--- config.mk ---
export PLATFORM = sky130hd
export DESIGN_NAME = multicycle_alu
export DESIGN_NICKNAME = d
export VERILOG_FILES = /design/src/rtl/alu_pkg.sv /design/src/rtl/alu_divider.sv /design/src/rtl/multicycle_alu.sv
export SDC_FILE = /design/constraint.sdc
export NUM_CORES = 1
export LEC_CHECK = 0
export ABC_CLOCK_PERIOD_IN_PS = 1600
export CORE_MARGIN = 1
export CORE_UTILIZATION = 30
export CTS_CLUSTER_SIZE = 30
export DETAILED_ROUTE_END_ITERATION = 8
export PLACE_DENSITY = 0.51
export SLEW_MARGIN = 30
export SYNTH_ARGS = -nofsm -noshare
export SYNTH_HDL_FRONTEND = slang
export SYNTH_SLANG_ARGS = --single-unit
--- constraint.sdc ---
create_clock -name clk -period 1.6 [get_ports clk]
set_clock_uncertainty 0.2 [all_clocks]
set_input_delay 0.32 -clock clk [delete_from_list [all_inputs] [get_ports clk]]
set_output_delay 0.32 -clock clk [all_outputs]
set_load 0.05 [all_outputs]
--- src/rtl/alu_pkg.sv ---
// Shared type definitions for the multicycle ALU.
//   alu_op_t    : 3-bit operation code (ADD, SUB, MUL, DIV, CMP; 101-111 reserved)
//   alu_state_t : control FSM state encoding (IDLE, DIV_RUN, RESULT)
package alu_pkg;

  typedef enum logic [2:0] {
    OP_ADD = 3'b000,
    OP_SUB = 3'b001,
    OP_MUL = 3'b010,
    OP_DIV = 3'b011,
    OP_CMP = 3'b100
  } alu_op_t;

  typedef enum logic [1:0] {
    ST_IDLE    = 2'b00,
    ST_DIV_RUN = 2'b01,
    ST_RESULT  = 2'b10
  } alu_state_t;

endpackage

--- src/rtl/alu_divider.sv ---
// Iterative restoring divider, one quotient bit per clock.
// The load cycle already computes the first quotient bit, so the
// quotient is final WIDTH-1 edges after the load edge (busy drops then).
// Ports:
//   clk, reset          : clock, asynchronous active-high reset
//   load                : capture dividend/divisor and start
//   dividend, divisor   : unsigned operands
//   busy                : high while quotient bits remain to be produced
//   quotient            : quotient (all ones when divisor is zero)
module alu_divider #(
  parameter int unsigned WIDTH = 8
) (
  input  logic             clk,
  input  logic             reset,
  input  logic             load,
  input  logic [WIDTH-1:0] dividend,
  input  logic [WIDTH-1:0] divisor,
  output logic             busy,
  output logic [WIDTH-1:0] quotient
);
  import alu_pkg::*;

  localparam int unsigned CW = $clog2(WIDTH + 1);

  logic [WIDTH-1:0] rem_q, rem_d;
  logic [WIDTH-1:0] quo_q, quo_d;
  logic [WIDTH-1:0] dvs_q, dvs_d;
  logic [CW-1:0]    cnt_q, cnt_d;

  // One restoring step: shift the next dividend bit (MSB of quo) into the
  // partial remainder, subtract if it fits, shift the quotient bit in.
  function automatic logic [2*WIDTH-1:0] div_step(
    input logic [WIDTH-1:0] rem,
    input logic [WIDTH-1:0] quo,
    input logic [WIDTH-1:0] dvs
  );
    logic [WIDTH:0] shifted;
    logic [WIDTH:0] diff;
    shifted = {rem, quo[WIDTH-1]};
    diff    = shifted - {1'b0, dvs};
    if (diff[WIDTH]) begin
      div_step = {shifted[WIDTH-1:0], quo[WIDTH-2:0], 1'b0};
    end else begin
      div_step = {diff[WIDTH-1:0], quo[WIDTH-2:0], 1'b1};
    end
  endfunction

  always_comb begin
    rem_d = rem_q;
    quo_d = quo_q;
    dvs_d = dvs_q;
    cnt_d = cnt_q;
    if (load) begin
      {rem_d, quo_d} = div_step('0, dividend, divisor);
      dvs_d          = divisor;
      cnt_d          = CW'(WIDTH - 1);
    end else if (cnt_q != '0) begin
      {rem_d, quo_d} = div_step(rem_q, quo_q, dvs_q);
      cnt_d          = cnt_q - 1'b1;
    end
  end

  always_ff @(posedge clk or posedge reset) begin
    if (reset) begin
      rem_q <= '0;
      quo_q <= '0;
      dvs_q <= '0;
      cnt_q <= '0;
    end else begin
      rem_q <= rem_d;
      quo_q <= quo_d;
      dvs_q <= dvs_d;
      cnt_q <= cnt_d;
    end
  end

  assign busy     = (cnt_q != '0);
  assign quotient = quo_q;

endmodule

--- src/rtl/multicycle_alu.sv ---
// Multicycle ALU: single-cycle ADD/SUB/MUL/CMP, iterative DIV.
// Optional feature macro: MULTICYCLE_ALU_DIV_EN enables DIV (and the
// alu_divider instance); without it DIV behaves as a reserved op.
// Ports:
//   clk, reset    : clock, asynchronous active-high reset
//   enable, start : request accepted when start && enable && !busy
//   op            : operation code (alu_op_t)
//   rs, rt        : unsigned operands, captured on acceptance
//   result        : registered result, held between valid pulses
//   result_valid  : one-cycle pulse when result is new
//   busy          : high while an operation is in progress
//   div_by_zero   : sticky flag for the last DIV with rt == 0
module multicycle_alu #(
  parameter int unsigned WIDTH = 8
) (
  input  logic             clk,
  input  logic             reset,
  input  logic             enable,
  input  logic             start,
  input  logic [2:0]       op,
  input  logic [WIDTH-1:0] rs,
  input  logic [WIDTH-1:0] rt,
  output logic [WIDTH-1:0] result,
  output logic             result_valid,
  output logic             busy,
  output logic             div_by_zero
);
  import alu_pkg::*;

  alu_state_t       state_q, state_d;
  logic [WIDTH-1:0] result_q, result_d;
  logic             valid_q, valid_d;
  logic             busy_q, busy_d;
  logic             dbz_q, dbz_d;
  logic             accept;

`ifdef MULTICYCLE_ALU_DIV_EN
  logic             rtz_q, rtz_d;
  logic             div_load;
  logic             div_busy;
  logic [WIDTH-1:0] div_quo;

  alu_divider #(.WIDTH(WIDTH)) u_divider (
    .clk      (clk),
    .reset    (reset),
    .load     (div_load),
    .dividend (rs),
    .divisor  (rt),
    .busy     (div_busy),
    .quotient (div_quo)
  );
`endif

  assign accept = start && enable && !busy_q;

  always_comb begin
    state_d  = state_q;
    result_d = result_q;
    valid_d  = 1'b0;
    busy_d   = busy_q;
    dbz_d    = dbz_q;
`ifdef MULTICYCLE_ALU_DIV_EN
    rtz_d    = rtz_q;
    div_load = 1'b0;
`endif
    case (state_q)
      ST_IDLE: begin
        if (accept) begin
          state_d = ST_RESULT;
          valid_d = 1'b1;
          busy_d  = 1'b1;
          case (alu_op_t'(op))
            OP_ADD: result_d = rs + rt;
            OP_SUB: result_d = rs - rt;
            OP_MUL: result_d = rs * rt;
            OP_CMP: result_d = {{(WIDTH-3){1'b0}}, rs < rt, rs == rt, rs > rt};
`ifdef MULTICYCLE_ALU_DIV_EN
            OP_DIV: begin
              // result and flag are updated together when the quotient lands
              state_d  = ST_DIV_RUN;
              valid_d  = 1'b0;
              div_load = 1'b1;
              rtz_d    = (rt == '0);
            end
`endif
            default: result_d = '0;
          endcase
        end
      end
`ifdef MULTICYCLE_ALU_DIV_EN
      ST_DIV_RUN: begin
        if (!div_busy) begin
          state_d  = ST_RESULT;
          valid_d  = 1'b1;
          result_d = rtz_q ? '1 : div_quo;
          dbz_d    = rtz_q;
        end
      end
`endif
      ST_RESULT: begin
        state_d = ST_IDLE;
        busy_d  = 1'b0;
      end
      default: begin
        state_d = ST_IDLE;
        busy_d  = 1'b0;
      end
    endcase
  end

  always_ff @(posedge clk or posedge reset) begin
    if (reset) begin
      state_q  <= ST_IDLE;
      result_q <= '0;
      valid_q  <= 1'b0;
      busy_q   <= 1'b0;
      dbz_q    <= 1'b0;
`ifdef MULTICYCLE_ALU_DIV_EN
      rtz_q    <= 1'b0;
`endif
    end else begin
      state_q  <= state_d;
      result_q <= result_d;
      valid_q  <= valid_d;
      busy_q   <= busy_d;
      dbz_q    <= dbz_d;
`ifdef MULTICYCLE_ALU_DIV_EN
      rtz_q    <= rtz_d;
`endif
    end
  end

  assign result       = result_q;
  assign result_valid = valid_q;
  assign busy         = busy_q;
  assign div_by_zero  = dbz_q;

endmodule

======== Yosys cells after proc, flatten, opt, wreduce, memory -nomap -nowiden ========
Index checks and enable logic that the tools add are counted.
word-level totals
  flip-flop bits (word level) ............. 12
  latch bits .............................. 0
  word-level logic and storage cells ...... 27
  memory bits (writable) .................. 0
  memories ................................ 0
  memory bits (read-only) ................. 0
operators by class
  multiplexer cells ....................... 7
  reduce and logical (&&, ||, !) cells .... 6
  magnitude comparators ................... 2
  shifts and indexed selects .............. 0
  div/mod/pow operators ................... 0
  bitwise operators ....................... 0
  add/subtract/negate cells ............... 2
  eq/ne operators ......................... 5
  multipliers ............................. 1
operators with widths
  operator                                             number
  one-hot mux 8 bit (4 select lines)                   1
  adder 8 bit                                          1
  equality test 8 bit                                  1
  > comparator 8 bit                                   1
  less-than comparator 8 bit                           1
  multiplier 8 x 8 -> 8 bit                            1
  subtractor 8 bit                                     1
  two-way mux 1 bit                                    4
  two-way mux 2 bit                                    2
  equality test 3 x 1 -> 1 bit, second input constant  1
  equality test 3 x 2 -> 1 bit, second input constant  1
  equality test 3 bit, second input constant           1
  logical NOT 3 bit                                    1
  logical AND 1 bit                                    2
  logical NOT 2 bit                                    1
  inequality test 2 bit, second input constant         1
  AND reduction 2 bit                                  1
  logical NOT 1 bit                                    1

======== Longest topological paths before layout ========
Gate-level depths: netlist of run 1.
  depth after elaboration ................. 4
  mapped depth ............................ 16
  mapped depth without buffers ............ 16

======== Worst setup path before layout of run 1 ========
No wires, ideal clock.
  kind .................................... input-to-reg
  start point ............................. input port rs[3]
  end point ............................... register result_q[7], in the netlist result[7]
  cell stages on the path ................. 15
  data arrival time ....................... 3512 ps
  setup time .............................. 138 ps
  setup slack ............................. -2250 ps
  data required time ...................... 1262 ps
  path through ............................ ha_1 > inv_1 > fa_1 > inv_1 > ha_1 > fa_1 > inv_1 > fa_1 > inv_1 > ha_1 > a21oi_1 > xnor2_2 > xnor2_1 > a211oi_1 > o21ai_1
on the way
  word-level cells in the longest chain between the ends .. 2
ends and longest elaborated chain
  element                                            RTL line               text
  start: declaration                                 multicycle_alu.sv:21   input logic [WIDTH-1:0] rs,
  multiplier 8 x 8 -> 8 bit (tied with other cells)  multicycle_alu.sv:75   OP_MUL: result_d = rs * rt;
  one-hot mux 8 bit (4 select lines) *               multicycle_alu.sv:72   case (alu_op_t'(op))
  end signal: assignment                             multicycle_alu.sv:123  result_q <= result_d;
  end: declaration                                   multicycle_alu.sv:31   logic [WIDTH-1:0] result_q, result_d;
Every way passes the cells marked *; elsewhere a longest branch is shown, timed or not.
A chain may end at the register's enable or synchronous reset.

======== Worst setup path in the final report of run 1 ========
  start point ............................. input port rt[3]
  end point ............................... register result_q[7], in the netlist result[7]
on the way
  word-level cells in the longest chain between the ends .. 2
ends and longest elaborated chain
  element                                            RTL line              text
  start: declaration                                 multicycle_alu.sv:22  input logic [WIDTH-1:0] rt,
  multiplier 8 x 8 -> 8 bit (tied with other cells)  multicycle_alu.sv:75
  one-hot mux 8 bit (4 select lines) *               multicycle_alu.sv:72
Marked as above.

==> results of run 1 <==
==> cells in the mapped netlist (3+ instances only) <==
| master | count | area (um^2) |
|---|---|---|
| or3_1 | 3 | 18.8 |
| xnor2_1 | 13 | 114 |
| a211oi_1 | 3 | 22.5 |
| a21o_1 | 6 | 45.0 |
| and2_2 | 5 | 37.5 |
| and2_1 | 5 | 31.3 |
| inv_1 | 43 | 161 |
| nor2_1 | 18 | 67.6 |
| xor2_1 | 3 | 26.3 |
| a22oi_1 | 3 | 22.5 |
| o21ai_1 | 3 | 15.0 |
| a21oi_1 | 15 | 75.1 |
| nand2_1 | 29 | 109 |
| nor3_1 | 3 | 15.0 |
| ha_1 | 31 | 388 |
| clkbuf_1 | 4 | 15.0 |
| dfrtp_1 | 10 | 250 |
| o21ai_0 | 7 | 35.0 |
| fa_1 | 14 | 280 |
| buf_4 | 3 | 22.5 |
| nand2b_1 | 3 | 18.8 |
==> cells by family after synthesis <==
| family | count (synthesis) | share of synthesized area, % |
|---|---|---|
| DFF | 10 | 11.9 |
| adders and majority gates | 45 | 31.7 |
| other | 1 | 0.178 |
| xor gates and xnor gates | 17 | 7.43 |
| AOI/OAI and AO/OA | 59 | 19.0 |
| buffers and inverters | 55 | 11.2 |
| muxes | 2 | 1.01 |
| and+or+nand+nor | 77 | 17.6 |
==> power by group through the flow <==
stage          Sequential [mW]  Combinational [mW]  Clock, mW
6_report                 0.317                1.82      0.255
5_1_grt                  0.321                1.98      0.278
4_1_cts                  0.318                1.65      0.258
3_5_place_dp             0.322                1.54          0
3_3_place_gp             0.320                1.53          0
2_1_floorplan            0.410               0.831          0
==> final cells by class <==
cell class	count	area, um^2
inverters	44	184
well taps	96	120
fillers	643	3090
repair buffers	113	1130
clock buffers	3	41.3
flip-flops and latches	10	250
multi-input cells	201	1980
==> through the flow <==
stage | area (um^2) | cells | setup slack (ps)
6_report | 3700 | 467 | -1910
5_1_grt | 3700 | 467 | -2030
4_1_cts | 3490 | 461 | -2020
3_5_place_dp | 3250 | 449 | -2750
3_3_place_gp | 3250 | 449 | -2660
2_1_floorplan | 2270 | 266 | -1880
==> state kept, by name, summed over array words and instances (netlist names) <==
name and cells:
result_valid 1, result 8, state_q 1
==> worst min-delay path by stage <==
stage                     from           end  slack, ps  cells past startpoint
CTS                      reset  result_valid        180                      2
global placement    state_q[1]    state_q[1]        320                      2
finish                   reset     result[0]        160                      2
floorplan                reset     result[0]        -40                      1
global route             reset     result[1]        220                      2
detailed placement  state_q[1]    state_q[1]        330                      2
==> metal layers <==
metal	routed length [um]	global-route usage (%)
met5	0	0
met4	48	3.33
met3	178	1.25
met2	3220	34.3
met1	2970	23.1
==> worst max-delay path: stages <==
cell and delay (ps):
buf_12 90, nand2_4 50, fa_2 380, fa_1 530, inv_2 40, fa_1 480
inv_1 50, fa_2 520, inv_2 40, ha_4 280, a21oi_4 60, xnor2_2 140
xnor2_2 140, a211oi_2 190, o21ai_1 100
==> repair_timing <==
action / CTS / global route
gates resized for setup: 94 / 44
pin swaps: 31 / 38
buffers inserted: 10 / 7
setup endpoints to repair: 8 / 8
==> summary.txt, run 1 <==
Maxcap violations - 0
Worst-path fanout max - 5
Post-Syn Nets - 334
Nets - 441
CTS max path bufs - 2
Vias in the first global route - 2294
Setup TNS - -9820 ps
VDD IR max - 0.232 mV
Final worst path period share - 219%
Routability cong. - 0.853
Comb power frac - 76.0%
IO Count - 34
Grt ovf - 0
Root buf cell - clkbuf_8
Overall routing resource usage - 18.3%
Internal - 1.42 mW
CP endpoint kind - flop
Register-to-Register Setup Slack - 10 ps
Flop pwr share - 13.3%
Worst min path class - in -> async
RSZ-0062 raised after global routing - true
First-pass GRT wire length - 10600 um
Status - finished, violations left
Utilization after layout - 54.5%
FFs w/ async S/R, synth - 100%
Total power draw - 2.39 mW
Setup crit end - result[7]
TritonRoute pass-1 iters - 4
Row count - 30
Port bufs - 32
Required @ worst endpoint - 1510 ps
Worst reg-to-reg path cell count - 5
Initial drt markers - 54
Final ANT Viol Nets - 0
Die width - 85.8 um
Crit start category - input pin
Syn Inst Count - 266
CTS tree - done
Hold Worst Slack - 161 ps
Worst setup margin - -1910 ps
Antenna violations before repair - 0
Final hold violations - 0
Fmax achieved - 285 MHz
R2r startpoint - state_q[1]
Cts bufs inserted - 3
P per Cell Area - 645 nW/um^2
Detailed Place HPWL - 5280 um
Cell variety after synth - 51
Largest net degree at the start of global routing - 12
Mapped cell area - 2110 um^2
Net Sw Frac - 40.8%
Die area - 7360 um^2
Share of cells above drive strength 1 - 47.7%
Fin crit period - 3510 ps
Synth warn - 0
Leak - 1.73 nW
Sequential fraction of the synthesis area - 11.9%
CTS Sinks - 10
Crit Path Class - in -> reg
# hold bufs at CTS - 0
Reg2reg end - result[5]
Violated checks - setup timing
DR vias/cell - 4.67
Register bit total from synthesis - 10
Starting Density - 31.0%
Most common cell after layout, fill and taps aside - buf_4
CTS HTree Levels - 1
Drt total wl - 6410 um
Routed len/inst - 13.7 um
Vias - 2182
Antenna diodes - 0
P_sw - 0.974 mW
Critical path startpoint - rt[3]
Core footprint - 6790 um^2
Area Overhead vs Synth - 75.9%
Synth Flop Type - dfrtp_1
Most frequent cells in the layout - buf_4 (65), inv_1 (26), nand2_1 (24), buf_6 (18)
Clk_lat worst skew - 230 ps
EDFF count, synth - 0
Final setup fails - 8
Synth Area per Inst - 7.92 um^2
Slew Viols, Final - 0
Die height - 85.8 um
Crit path arrival time - 3420 ps
Clock Power Share - 10.7%
Reg clk slew, reported paths - 50 ps
Remaining DRCs - 0
Power figures use the tool's default switching activity.
==> run 2: changes to the inputs <==
- CORE_UTILIZATION: 30 -> 40
- PLACE_DENSITY: 0.51 -> default
- PLACE_DENSITY_LB_ADDON: default -> 0.15
- SETUP_SLACK_MARGIN: default -> 0.1
==> run 2 against run 1 <==
  * The run still ends with setup timing left
  * Global-route usage up 6.9 points
  * Die area fell by 24%
  * Power grew 1.1%
  * First-iteration DRC count grew 39%
  * Cell count shrank 5.8%
  * Worst hold slack improved by 6.3 ps
==> summary.txt, run 2 (synthesis gave the netlist of run 1 again) <==
Grt ovf - 0 (unchanged)
Antenna diodes - 0 (unchanged)
Final non-filler cell area - 3630 um^2 (-2.0%)
Crit Path Class - in -> reg
Total power draw - 2.42 mW (+1.1%)
Row count - 26 (-13%)
Final ANT Viol Nets - 0 (unchanged)
Reg clk slew, reported paths - 50 ps (about the same)
Placed inst area - 3220 um^2 (-1.0%)
CTS max path bufs - 2 (unchanged)
Final worst path period share - 221% (+1.5 points)
Final hold violations - 0 (unchanged)
Clk_lat worst skew - 240 ps (about the same)
TritonRoute pass-1 iters - 4 (unchanged)
RSZ-0062 raised after global routing - true
Port bufs - 32 (unchanged)
Starting Density - 41.5% (+10 points)
DR vias/cell - 5.08 (+8.7%)
Worst setup margin - -1930 ps (-23.3 ps)
Violated checks - setup timing
Utilization after layout - 71.5% (+17 points)
Fmax achieved - 283 MHz (-0.66%)
First-pass GRT wire length - 10500 um (-1.0%)
Area Overhead vs Synth - 72.4%
Layout fillers - 391 (-39%)
Maxcap violations - 0 (unchanged)
Worst min path class - in -> async
Remaining DRCs - 0 (unchanged)
Vias - 2234 (+2.4%)
Register-to-Register Setup Slack - 90 ps (+80 ps)
CP endpoint kind - flop
Worst-path fanout max - 5 (unchanged)
Drt total wl - 6610 um (+3.1%)
Status - finished, violations left
Routed len/inst - 15.0 um (+9.4%)
Largest net degree at the start of global routing - 11 (-1)
CTS Sinks - 10 (unchanged)
Leak - 1.71 nW (-1.5%)
Share of cells above drive strength 1 - 46.5% (-1.2 points)
Dpl cells - 423 (-5.8%)
Crit start category - input pin
Reg2reg end - result[1]
Required @ worst endpoint - 1520 ps (about the same)
Post-placement worst setup slack - -2700 ps (+45.8 ps)
CTS tree - done
Cts bufs inserted - 3 (unchanged)
Fin cells - 440 (-5.8%)
Most frequent cells in the layout - buf_4 (62), inv_1 (26), nand2_1 (25), buf_6 (19), inv_2 (17)
Die width - 74.6 um (-13%)
Overall routing resource usage - 25.2% (+6.9 points)
Detailed Place HPWL - 5120 um (-3.1%)
Worst reg-to-reg path cell count - 5 (unchanged)
Most common cell after layout, fill and taps aside - buf_4
Setup TNS - -9590 ps (+236 ps)
R2r startpoint - state_q[1]
Antenna violations before repair - 0 (unchanged)
Die area - 5560 um^2 (-24%)
Crit path arrival time - 3450 ps (+30 ps)
Slew Viols, Final - 0 (unchanged)
Core footprint - 5070 um^2 (-25%)
Vias in the first global route - 2211 (-3.6%)
P per Cell Area - 666 nW/um^2 (+3.1%)
Routability cong. - 0.921 (+7.9%)
CTS HTree Levels - 1 (unchanged)
Nets - 439 (-0.45%)
Final setup fails - 8 (unchanged)
Initial drt markers - 75 (+39%)
Max reg flops - 8 (unchanged)
VDD IR max - 0.328 mV (+41%)
Hold Worst Slack - 168 ps (+6.32 ps)
IO Count - 34 (unchanged)
Fin crit period - 3530 ps (+23.3 ps)
Die height - 74.6 um (-13%)
Root buf cell - clkbuf_8
==> run 2: cell types whose count changed in the layout (fill, tap and decap cells not counted), moves of 2 or more <==
cell     previous run  this run
buf_12             13        11
a21oi_1            11        13
a21oi_2             3         1
buf_4              65        62
xor2_1              3         1
xor2_2              0         2
buf_8               4         6
==> run 2: critical path: stages <==
cell and delay, ps:
buf_6 110, nand2_2 60, fa_2 380, fa_1 480
inv_1 60, fa_1 510, inv_2 50, fa_2 530
inv_2 40, ha_4 240, a21oi_4 140, xnor2_2 130
xnor2_1 100, a211oi_2 210, o21ai_1 100
==> run 2: area by class of cell <==
type	count	area [um^2]	area share, %
tap	70	87.6	2.41
clock buffer	4	55.1	1.52
inverter	44	181	5.00
sequential	10	250	6.89
timing repair buffer	111	1110	30.6
multi-input combinational	201	1950	53.6
==> run 2: per-layer routing <==
layer	vias up	global-route usage [%]	wire length [um]
met1	1072	32.2	2890
met3	12	2.03	238
li1	1097	-	-
met4	0	6.08	91
met2	53	45.6	3380
met5	-	0	0
==> run 2: how the worst max path moves through the flow <==
stage                from   endpoint  slack, ps
CTS                 rs[0]  result[7]      -1940
finish              rt[2]  result[7]      -1930
floorplan           rs[3]  result[7]      -1880
global placement    rs[2]  result[7]      -2600
global route        rt[2]  result[7]      -2050
detailed placement  rs[2]  result[7]      -2700
==> run 2: timing repair <==
action	4_1_cts	5_1_grt
gates cloned	0	0
setup buffers	12	1
hold buffers	0	0
pin swaps	27	27
setup endpoints to repair	8	8
gates resized for setup	104	20
==> run 2: power breakdown <==
group	switching (mW)	internal, mW	leakage (nW)
Sequential	0.0344	0.284	0.134
Clock	0.104	0.217	0.0288
Combinational	0.844	0.934	1.54
Total	0.983	1.43	1.71
